==> src/rtl/fifo_wptr_full.sv <==
`timescale 1ns/1ps
// Write-domain pointer, full flag and occupancy for the async FIFO (FIFO_ALMOST_FULL_EN adds w_almost_full).
// Latency: outputs registered one w_clk after w_inc; a read-pointer move reaches w_full/w_count on the 3rd edge.
// Backpressure: w_full blocks w_inc; writes while full are dropped and the pointers hold.
module fifo_wptr_full #(
  parameter int Addr_size = 9,
  parameter int AF_LEVEL  = 500
) (
  input  logic                 w_clk,
  input  logic                 w_rst,
  input  logic                 w_inc,
  input  logic [Addr_size:0]   rptr,
  output logic [Addr_size-1:0] waddr,
  output logic [Addr_size:0]   wptr,
  output logic                 w_full,
  output logic [Addr_size:0]   w_count
`ifdef FIFO_ALMOST_FULL_EN
  ,
  output logic                 w_almost_full
`endif
);

  localparam int MSB = Addr_size;

  logic [MSB:0] wbin;
  logic [MSB:0] wbinnext;
  logic [MSB:0] wgraynext;
  logic [MSB:0] wq1_rptr;
  logic [MSB:0] wq2_rptr;
  logic [MSB:0] rbin_sync;
  logic [MSB:0] occ_next;
  logic         winc_ok;
  logic         full_next;

  // Plain two-flop synchronizer; nothing else may touch rptr.
  always_ff @(posedge w_clk or posedge w_rst) begin
    if (w_rst) begin
      wq1_rptr <= '0;
      wq2_rptr <= '0;
    end else begin
      wq1_rptr <= rptr;
      wq2_rptr <= wq1_rptr;
    end
  end

  assign winc_ok   = w_inc & ~w_full;
  assign wbinnext  = wbin + {{MSB{1'b0}}, winc_ok};
  assign wgraynext = (wbinnext >> 1) ^ wbinnext;

  // Gray to binary: each binary bit is the XOR of all Gray bits at or above it.
  always_comb begin
    rbin_sync = '0;
    for (int i = 0; i <= MSB; i++) begin
      rbin_sync[i] = ^(wq2_rptr >> i);
    end
  end

  assign occ_next  = wbinnext - rbin_sync;
  assign full_next = (wgraynext == {~wq2_rptr[MSB:MSB-1], wq2_rptr[MSB-2:0]});
  assign waddr     = wbin[MSB-1:0];

  always_ff @(posedge w_clk or posedge w_rst) begin
    if (w_rst) begin
      wbin    <= '0;
      wptr    <= '0;
      w_full  <= 1'b0;
      w_count <= '0;
    end else begin
      wbin    <= wbinnext;
      wptr    <= wgraynext;
      w_full  <= full_next;
      w_count <= occ_next;
    end
  end

`ifdef FIFO_ALMOST_FULL_EN
  localparam logic [MSB:0] AF_THR = (MSB+1)'(AF_LEVEL);

  always_ff @(posedge w_clk or posedge w_rst) begin
    if (w_rst) begin
      w_almost_full <= 1'b0;
    end else begin
      w_almost_full <= (occ_next >= AF_THR);
    end
  end
`endif

endmodule
==> config.mk <==
export PLATFORM = sky130hd
export DESIGN_NAME = fifo_wptr_full
export DESIGN_NICKNAME = d
export VERILOG_FILES = /design/src/rtl/fifo_wptr_full.sv
export SDC_FILE = /design/constraint.sdc
export NUM_CORES = 1
export LEC_CHECK = 0
export ABC_AREA = 1
export CAP_MARGIN = 10
export CORE_ASPECT_RATIO = 0.75
export CORE_MARGIN = 2
export CORE_UTILIZATION = 25
export DETAILED_ROUTE_END_ITERATION = 6
export GPL_TIMING_DRIVEN = 1
export SYNTH_ARGS = -nofsm -noshare
export SYNTH_HDL_FRONTEND = slang
export SYNTH_SLANG_ARGS = --single-unit
==> constraint.sdc <==
create_clock -name w_clk -period 3.7 [get_ports w_clk]
set_input_delay 0.555 -clock w_clk [delete_from_list [all_inputs] [get_ports w_clk]]
set_output_delay 0.555 -clock w_clk [all_outputs]
set_load 0.01 [all_outputs]
Word level (Yosys, flattened, before mapping) --
Index checks and enable logic that the tools add are counted. Widths: inputs -> output; s select.
Operators by class: eq/ne operators 1, reduce and logical (&&, ||, !) cells 10, add/sub/neg operators 2, bitwise gates (word level) 4
Operators with widths (count):
- $reduce_xor 10->1 | 10
- $add 10x1->10 | 1
- $eq 10x10->1 | 1
- $sub 10x10->10 | 1
- $xor 9x10->10 | 1
- $not 2->2 | 1
- $and 1x1->1 | 1
- $not 1->1 | 1
Word-level totals: input port bits 13, flip-flop bits (word level) 51, output and inout port bits 30

Logic depth before layout (Yosys ltp) --
Gate-level depths: netlist of run 1.
depth in word-level cells 5, gate-level depth with buffers 18

Worst setup path before layout of run 1 --
No wires, ideal clock.
path kind input to register, from input w_inc, to register w_count[8], arrival 2.299 ns, slack 1.285 ns, stages 16, required time 3.583 ns, library setup time 0.117 ns, cells stage by stage inv_1 -> nor2_1 -> ha_1 -> nand3_1 -> nor2_4 -> nand4_1 -> nand2_1 -> inv_1 -> ha_1 -> inv_1 -> o21bai_1 -> inv_1 -> o21ai_1 -> inv_1 -> nand3_1 -> nand2_1
Between the ends: cells in the longest elaborated chain, start to end 3
RTL lines:
- start: declaration | line 11 | input logic w_inc,
- $and 1x1->1 | line 46 | assign winc_ok = w_inc & ~w_full;
- $add 10x1->10 | line 47 | assign wbinnext = wbin + {{MSB{1'b0}}, winc_ok};
- named net wbinnext[7] | line 26 | logic [MSB:0] wbinnext;
- $sub 10x10->10 | line 58 | assign occ_next = wbinnext - rbin_sync;
- named net occ_next[8] | line 31 | logic [MSB:0] occ_next;
- end signal: assignment | line 72 | w_count <= occ_next;
- end: declaration | line 16 | output logic [Addr_size:0] w_count
The timed path passes the listed nets, and every way through them passes these cells.

Final worst setup path of run 1 --
Ends and elaborated chain as after synthesis.

==> results of run 1 <==
-- metal layers --
layer	vias up	global-route usage
li1	997	-
met1	868	0.139
met2	34	0.155
met3	7	0.0280
met4	0	0.0287
met5	-	0
-- sequential cells by signal, summed over array words and instances (netlist names) --
register	count
w_count	10
wbin	10
wptr	9
wq1_rptr	10
w_full	1
wq2_rptr	10
-- power breakdown --
group          switching (mW)  internal (mW)
registers              0.0920          0.692
clock network           0.194          0.316
logic                   0.634          0.511
total                   0.920           1.52
-- worst paths after layout --
kind / depth (start not counted) / startpoint / end / slack [ps]
max in group asynchronous: 2 / w_rst / wptr[2] / 2260
min in group asynchronous: 2 / w_rst / wq1_rptr[1] / 810
worst min register to register: 0 / wq1_rptr[2] / wq2_rptr[2] / 350
worst min-delay path: 0 / wq1_rptr[2] / wq2_rptr[2] / 350
worst max register to register: 17 / wq2_rptr[8] / w_count[9] / 1110
worst max-delay path: 17 / w_inc / w_count[8] / 910
-- cell families after synthesis --
kind of cell,after synthesis,synth area share
buf+inv,40,0.0583
simple gates,157,0.257
xor+xnor,32,0.130
fa+ha+maj,9,0.0466
compound gates,10,0.0223
flops,50,0.485
-- final cells by class --
type / instances / area (um2) / share of cell area
tap: 136 / 170 / 0.0511
clock buffer: 5 / 125 / 0.0376
inverter: 40 / 150 / 0.0451
sequential: 50 / 1250 / 0.376
clock inverter: 2 / 38.8 / 0.0116
timing repair buffer: 42 / 420 / 0.126
multi-input combinational: 208 / 1180 / 0.353
-- synthesized netlist by cell type (all sizes together) --
library cell,count,area share
nor2,10,0.019
dfrtp,50,0.49
o21bai,3,0.0087
fa,1,0.0078
nand2,119,0.18
xnor2,9,0.031
inv,39,0.057
or2,1,0.0024
o21ai,3,0.0058
clkinv,1,0.0015
xnor3,1,0.0087
nand3b,2,0.0058
nand4,1,0.0024
ha,8,0.039
nand3,23,0.045
a21oi,4,0.0078
xor2,22,0.091
nor3,1,0.0063
-- per-stage QoR --
stage / worst slack (ps) / hold WS (ps) / cell area [um2] / cells / power, mW
3_5_place_dp: 592 / 335 / 3170 / 476 / 1.94
3_3_place_gp: 657 / 332 / 3170 / 476 / 1.93
5_1_grt: 711 / 360 / 3330 / 483 / 2.64
2_1_floorplan: 1280 / 331 / 2580 / 298 / 1.51
6_report: 912 / 348 / 3330 / 483 / 2.44
4_1_cts: 896 / 350 / 3330 / 483 / 2.47
==> key figures, run 1 <==
Layout
  • Post-layout util: 0.328
  • Ant. Diodes: 0
  • Fillers: about 1100
  • Share of layout cells above drive strength 1: 0.0576
  • Area growth syn-to-layout: 29.3%
  • Fin nets: around 370
  • Commonest non-fill, non-tap cell in the layout: nand2_1
  • Most frequent cells in the layout: nand2_1 (116), dfrtp_1 (50), clkdlybuf4s50_1 (42)

Floorplanning
  • Num rows: 32
  • Die extent in x: 121 um
  • Core area: between 10000 and 15000 um2
  • Initial core utilization: 0.253
  • Die Span Y: 91.9 um
  • Die area: 11100 um2
  • Num ports: 43

Timing
  • # setup viols final: 0
  • Fmax achieved: ~0.36 GHz
  • Setup TNS Final: 0 ps
  • Final hold violations: 0
  • Minimum clock period: around 2800 ps
  • Worst-margin pin slew: 995 ps
  • Tcrit/Tclk final: 0.753
  • Worst Skew: between 4 and 5 ps
  • Max-slew violation count: 0
  • Slew HR: 0.336
  • RSZ-0062 raised after global routing: false

CTS
  • Clock tree buffer depth: 2
  • CTS hold repair buffers: 0
  • CTS tree: built
  • CTS H-tree depth: 2
  • Clock root buffer: clkbuf_16
  • Postcts setup bufs: 0
  • Worst-skew pair later-pin latency: between 200 and 300 ps
  • Clk slew on worst S/H paths: 60 ps
  • Post-CTS sizing: 0
  • CTS Buf Count: 5
  • CTS Sinks: 50

Worst setup path
  • Worst EP arrival: ~3000 ps
  • Critical Path, Cell by Cell: clkdlybuf4s50_1 > inv_1 > nor2_1 > ha_1 > nand3_1 > nor2_4 > nand4_1 > nand2_1 > inv_1 > ha_1 > inv_1 > o21bai_1 > inv_1 > o21ai_1 > inv_1 > nand3_1 > nand2_1
  • Delay-heaviest family, CP: simple AND/OR/NAND/NOR gates
  • Crit path largest cell delay: approximately 450 ps
  • Type of origin of the critical path: input pin
  • Critical Path RT: a little under 4000 ps
  • Cell mode on critical path: inv_1
  • Slowest cell on crit path: clkdlybuf4s50_1
  • Bufs and invs on worst path: 6
  • Setup crit end kind: register
  • Crit path kind: in -> reg
  • Crit path max fanout: 4

Yosys
  • Yosys reg bits: 50
  • Mean post-synth cell area: ~8.6 um2
  • Syn Inst Count: roughly 300
  • Synth warn: 0
  • Sequential area share after synthesis: 0.485
  • Syn Std Cell Area: 2580 um2
  • Yosys cell types: 24
  • Syn nets: 320

Route
  • Met1 wire length: about 2600 um
  • Final wirelength: 5270 um
  • Met3 wire length: between 200 and 250 um
  • Routed wire per std cell: roughly 11 um
  • Via Count: around 1900
  • Post-route ant nets: 0
  • DR vias/cell: about 3.9
  • 1st-pass router iterations: 4
  • WL met2: about 2300 um
  • Post-route DRC: 0
  • First-iteration detailed-routing DRC count: 86
  • Uppermost layer routed: met4

Placed design
  • PortBufs: 42
  • HPWL after detailed placement: ~4200 um
  • GPL Wtd Cong: around 0.82

GRT
  • Initial antenna violation count: 0
  • Overflow left after global routing: 0
  • Overall routing resource usage: 0.101
  • Vias in the first global route: 1853
  • First-pass GRT wire length: 8690 um
  • Pin count of the biggest net entering global routing: 51

Hold path
  • Hold Crit Class: reg -> reg

Power and ir drop
  • Maximum vdd drop: 0.235 mV
  • P per Cell Area: 732 nW/um2
  • Leakage: approximately 1.7 nW

Job
  • Max-cap violations: 0

Status
  • Status: completed
Note: power is estimated with default switching activity, not from simulation.
==> run 2, diff against run 1 <==
==> constraint.sdc (replaced) <==
create_clock -name w_clk -period 2.81 [get_ports w_clk]
set_input_delay 0.4215 -clock w_clk [delete_from_list [all_inputs] [get_ports w_clk]]
set_output_delay 0.4215 -clock w_clk [all_outputs]
set_load 0.01 [all_outputs]
==> key figures, run 2 (synthesis results as in run 1) <==
Status
  • Status: completed

Layout
  • Ant. Diodes: 0 (unchanged)
  • Layout Cells excl Fill: 501 (+3.7%)
  • Area of the multi-input gates: 1190 um2 (+1.1%)
  • FF+latch area: 1250 um2 (unchanged)
  • Fillers: 1045 (-0.76%)
  • Commonest non-fill, non-tap cell in the layout: nand2_1
  • Share of layout cells above drive strength 1: 0.107 (+0.0492)
  • Most frequent cells in the layout: nand2_1 (116), dfrtp_1 (50), clkdlybuf4s50_1 (42)
  • Fin nets: 386 (+4.6%)
  • Area growth syn-to-layout: 34.8%

Placed design
  • Pre-CTS WS: -38.4 ps (-630 ps)
  • PortBufs: 42 (unchanged)
  • HPWL after detailed placement: 4350 um (+3.9%)
  • GPL Wtd Cong: 0.822 (+0.85%)
  • # placed instances: 493 (+3.6%)

Timing
  • Slew HR: 0.628 (+0.292)
  • Max-slew violation count: 0 (unchanged)
  • Setup TNS Final: 0 ps (unchanged)
  • Worst Skew: 2.89 ps (-2.00 ps)
  • Fmax achieved: approximately 0.40 GHz
  • # setup viols final: 0 (unchanged)
  • RSZ-0062 raised after global routing: false
  • Final hold violations: 0 (unchanged)
  • Final Worst Setup Slack: 283 ps (-629 ps)
  • Minimum clock period: 2530 ps
  • Tcrit/Tclk final: 0.899
  • Worst-margin pin slew: 557 ps (-438 ps)

GRT
  • Overall routing resource usage: 0.110 (+0.00900)
  • Initial antenna violation count: 0 (unchanged)
  • First-pass GRT wire length: 9230 um (+6.3%)
  • Pin count of the biggest net entering global routing: 28 (-45%)
  • Overflow left after global routing: 0 (unchanged)
  • Vias in the first global route: 1938 (+4.6%)

CTS
  • CTS Sinks: 50 (unchanged)
  • CTS hold repair buffers: 0 (unchanged)
  • Worst-skew pair later-pin latency: 290 ps (about the same)
  • CTS Buf Count: 5 (unchanged)
  • Clock tree buffer depth: 2 (unchanged)
  • Clk slew on worst S/H paths: 70 ps (about the same)
  • CTS tree: built
  • CTS H-tree depth: 2 (unchanged)
  • Clock root buffer: clkbuf_16
  • Postcts setup bufs: 0 (unchanged)
  • Post-CTS sizing: 0 (unchanged)

Worst setup path
  • Worst EP arrival: 2710 ps (-260 ps)
  • Delay-heaviest family, CP: simple AND/OR/NAND/NOR gates
  • FF-to-FF End: w_count[9]
  • Crit path largest cell delay: 440 ps (about the same)
  • R2R cell count: 16 (-1)
  • Type of origin of the critical path: register
  • Internal reg-to-reg setup slack: 280 ps (-830 ps)
  • Critical Path, Cell by Cell: inv_1 > nand2_1 > nand2_1 > xor2_1 > xor2_2 > inv_1 > ha_1 > inv_1 > o21bai_1 > nand2_1 > nand2_1 > nand2_1 > nand2_1 > nand3_1 > nand3_1 > nand2_1
  • Setup crit end kind: register
  • Launch point of the worst reg-to-reg path: wq2_rptr[6]
  • Slowest cell on crit path: dfrtp_1
  • Crit path max fanout: 6 (+2)
  • Crit. path cell count: 16 (-1)
  • Critical Path RT: 2990 ps (-890 ps)
  • Cell mode on critical path: nand2_1
  • Bufs and invs on worst path: 3 (-3)
  • Crit path kind: reg -> reg

Floorplanning
  • Num rows: 32 (unchanged)
  • Die Span Y: 91.9 um (unchanged)
  • Die area: 11100 um2 (unchanged)
  • Core area: 10200 um2 (unchanged)
  • Num ports: 43 (unchanged)
  • Die extent in x: 121 um (unchanged)
  • Initial core utilization: 0.253 (unchanged)

Route
  • 1st-pass router iterations: 4 (unchanged)
  • DR vias/cell: 3.93 (-0.31%)
  • Via Count: 1971 (+3.4%)
  • Post-route DRC: 0 (unchanged)
  • First-iteration detailed-routing DRC count: 83 (-3.5%)
  • Routed wire per std cell: 10.9 um (-0.34%)
  • Final wirelength: 5450 um (+3.4%)
  • Post-route ant nets: 0 (unchanged)

Power and ir drop
  • Maximum vdd drop: 0.389 mV (+66%)
  • Leakage: 1.75 nW (+4.8%)
  • Power consumption: 3.36 mW (+38%)
  • P per Cell Area: 967 nW/um2 (+32%)

Hold path
  • Hold wc startpoint: wq1_rptr[9]
  • Hold Crit Class: reg -> reg
  • Worst Hold Path EP: wq2_rptr[9]
  • Hold path depth: 0 (unchanged)

Job
  • Max-cap violations: 0 (unchanged)
## run 2: report_power, final
| group | internal (mW) | switching [mW] | leakage [nW] |
|---|---|---|---|
| clock network | 0.420 | 0.264 | 0.0771 |
| logic | 0.779 | 0.863 | 1.09 |
| registers | 0.911 | 0.121 | 0.585 |
| total | 2.11 | 1.25 | 1.75 |
## run 2: worst max-delay path by stage
stage	from	end	slack (ps)
detailed placement	w_inc	w_count[8]	-40
finish	wq2_rptr[6]	w_count[9]	280
floorplan	w_inc	w_count[8]	530
global route	wq2_rptr[6]	w_count[7]	20
global placement	w_inc	w_full	40
CTS	wq2_rptr[6]	w_count[9]	210
## run 2: worst register-to-register path: cells and delay by family, from the launching register on
| kind | cells | cell delay, ps |
|---|---|---|
| and+or+nand+nor | 9 | 730 |
| DFF | 1 | 440 |
| AOI/OAI and AO/OA | 1 | 110 |
| buffers and inverters | 3 | 270 |
| adders and majority gates | 1 | 270 |
| xor gates and xnor gates | 2 | 600 |
## run 2: metal layers
metal	up-vias	global-route usage	routed length [um]	share of wire
li1	1038	-	-	-
met1	896	0.148	2700	0.50
met2	29	0.163	2380	0.44
met3	8	0.0317	253	0.046
met4	0	0.0489	108	0.020
met5	-	0	0	0
## run 2: layout make-up
| cell class | instances | area share |
|---|---|---|
| multi-input combinational | 208 | 0.342 |
| timing repair buffer | 59 | 0.158 |
| inverter | 40 | 0.0432 |
| sequential | 50 | 0.360 |
| clock inverter | 2 | 0.0108 |
| clock buffer | 6 | 0.0371 |
| tap | 136 | 0.0490 |
## run 2: stage by stage
| stage | area [um2] | hold slack [ps] | util |
|---|---|---|---|
| 6_report | 3470 | 349 | 0.342 |
| 3_5_place_dp | 3300 | 335 | 0.324 |
| 5_1_grt | 3470 | 361 | 0.342 |
| 3_3_place_gp | 3300 | 333 | 0.324 |
| 4_1_cts | 3460 | 350 | 0.340 |
| 2_1_floorplan | 2580 | 331 | - |
==> run 3, diff against run 2 <==
--- a/config.mk
+++ b/config.mk
@@ -12,6 +12,8 @@
 export CORE_UTILIZATION = 25
 export DETAILED_ROUTE_END_ITERATION = 6
 export GPL_TIMING_DRIVEN = 1
+export PLACE_DENSITY = 0.51
+export SLEW_MARGIN = 30
 export SYNTH_ARGS = -nofsm -noshare
 export SYNTH_HDL_FRONTEND = slang
 export SYNTH_SLANG_ARGS = --single-unit
==> key figures, run 3 (synthesis results as in run 1) <==
Status
  • Status: completed

Floorplanning
  • Die extent in x: 121 um (unchanged)
  • Die area: 11100 um2 (unchanged)
  • Core area: 10200 um2 (unchanged)
  • Num rows: 32 (unchanged)
  • Initial core utilization: 0.253 (unchanged)
  • Die Span Y: 91.9 um (unchanged)
  • Num ports: 43 (unchanged)

Timing
  • Fmax achieved: 0.390 GHz (-1.4%)
  • Max-slew violation count: 0 (unchanged)
  • Final Worst Setup Slack: 249 ps (-34.9 ps)
  • Slew HR: 0.629 (+0.00114)
  • Final hold violations: 0 (unchanged)
  • Tcrit/Tclk final: 0.912 (+0.0124)
  • Minimum clock period: 2560 ps (+34.9 ps)
  • Worst-margin pin slew: 555 ps (-1.71 ps)
  • # setup viols final: 0 (unchanged)
  • Hold slack: 350 ps (+1.22 ps)
  • Worst Skew: 3.94 ps (+1.05 ps)

Worst setup path
  • R2R cell count: 16 (unchanged)
  • Setup crit end kind: register
  • Crit. path cell count: 16 (unchanged)
  • Delay-heaviest family, CP: simple AND/OR/NAND/NOR gates
  • Slowest cell on crit path: clkdlybuf4s50_1
  • Critical Path, Cell by Cell: clkdlybuf4s50_1 > inv_1 > nor2_1 > ha_2 > nand3_2 > nor2_4 > buf_4 > xor2_4 > buf_4 > xor2_2 > nand2_1 > nand2_1 > nand2_1 > nor2_1 > nand2_1 > nor2_1
  • Worst EP arrival: 2770 ps (+60 ps)
  • Cell mode on critical path: nand2_1
  • Type of origin of the critical path: input pin
  • Bufs and invs on worst path: 4 (+1)
  • Crit path largest cell delay: 450 ps (about the same)
  • Crit path max fanout: 4 (-2)
  • Critical Path RT: 3010 ps (+20 ps)
  • Crit path kind: in -> reg

CTS
  • Clock tree buffer depth: 2 (unchanged)
  • Clock root buffer: clkbuf_16
  • CTS Sinks: 50 (unchanged)
  • CTS Buf Count: 5 (unchanged)
  • CTS hold repair buffers: 0 (unchanged)
  • CTS tree: built
  • Worst-skew pair later-pin latency: 290 ps (about the same)
  • CTS H-tree depth: 2 (unchanged)
  • Clk slew on worst S/H paths: 60 ps (about the same)

Layout
  • Most frequent cells in the layout: nand2_1 (116), dfrtp_1 (50), clkdlybuf4s50_1 (42)
  • Fin nets: 389 (+0.78%)
  • Share of layout cells above drive strength 1: 0.128 (+0.0209)
  • Area growth syn-to-layout: 37.9%
  • Layout Cells excl Fill: 504 (+0.60%)
  • Commonest non-fill, non-tap cell in the layout: nand2_1
  • Fillers: 1059 (+1.3%)
  • Ant. Diodes: 0 (unchanged)

Route
  • Final wirelength: 5490 um (+0.75%)
  • Post-route ant nets: 0 (unchanged)
  • DR vias/cell: 3.98 (+1.1%)
  • Routed wire per std cell: 10.9 um (+0.15%)
  • Post-route DRC: 0 (unchanged)
  • First-iteration detailed-routing DRC count: 69 (-17%)
  • 1st-pass router iterations: 4 (unchanged)
  • Via Count: 2005 (+1.7%)

Placed design
  • HPWL after detailed placement: 4350 um (about the same)
  • # placed instances: 495 (+0.41%)
  • PortBufs: 42 (unchanged)
  • Pre-CTS WS: -46.0 ps (-7.63 ps)
  • GPL Wtd Cong: 0.822 (unchanged)

GRT
  • Overall routing resource usage: 0.107 (-0.00239)
  • First-pass GRT wire length: 9340 um (+1.2%)
  • Pin count of the biggest net entering global routing: 28 (unchanged)
  • Initial antenna violation count: 0 (unchanged)
  • Vias in the first global route: 1986 (+2.5%)
  • Overflow left after global routing: 0 (unchanged)

Hold path
  • Hold Crit Class: reg -> reg
  • Hold path depth: 0 (unchanged)

Job
  • Max-cap violations: 0 (unchanged)

Power and ir drop
  • Maximum vdd drop: 0.397 mV (+2.0%)
  • P per Cell Area: 974 nW/um2 (+0.72%)
  • Leakage: 1.78 nW (+1.4%)
[run 3: stage by stage]
stage               power [mW]  setup TNS [ps]  cell area [um2]  utilization
floorplan                 1.99               0             2580            -
finish                    3.46               0             3550        0.350
global route              3.77           -38.9             3550        0.350
CTS                       3.46               0             3490        0.343
global placement          2.75           -58.3             3320        0.327
detailed placement        2.76           -80.3             3320        0.327
[run 3: repair_timing]
| item | CTS | global route |
|---|---|---|
| endpoints found under the setup margin | 0 | 3 |
| resized for setup | 0 | 8 |
| buffers inserted | 0 | 1 |
[run 3: final timing paths]
path / startpoint / to / slack (ps)
setup / recovery: w_inc / w_full / 250
hold / removal: wq1_rptr[5] / wq2_rptr[5] / 350
setup reg to reg: wq2_rptr[5] / w_count[9] / 350
hold reg to reg: wq1_rptr[5] / wq2_rptr[5] / 350
max in group asynchronous: w_rst / w_count[9] / 1790
min in group asynchronous: w_rst / wq1_rptr[1] / 500
[run 3: metal layers]
layer | vias to the layer above | track usage | wire [um] | part of all wire
li1 | 1044 | - | - | -
met1 | 923 | 0.148 | 2790 | 0.51
met2 | 31 | 0.170 | 2440 | 0.44
met3 | 7 | 0.0224 | 186 | 0.034
met4 | 0 | 0.0316 | 74 | 0.013
met5 | - | 0 | 0 | 0
[run 3: report_power, final]
part           internal, mW  switching, mW  total [mW]
clock                 0.421          0.268       0.688
combinational         0.862          0.875        1.74
sequential            0.911          0.126        1.04
[run 3: cell type report]
class,instances,area [um2],area share
Timing Repair Buffer,62,583,0.164
Clock inverter,2,37.5,0.0106
Inverter,40,150,0.0422
Sequential cell,50,1250,0.352
Multi-Input combinational cell,208,1230,0.347
Clock buffer,6,129,0.0363
Tap cell,136,170,0.0479
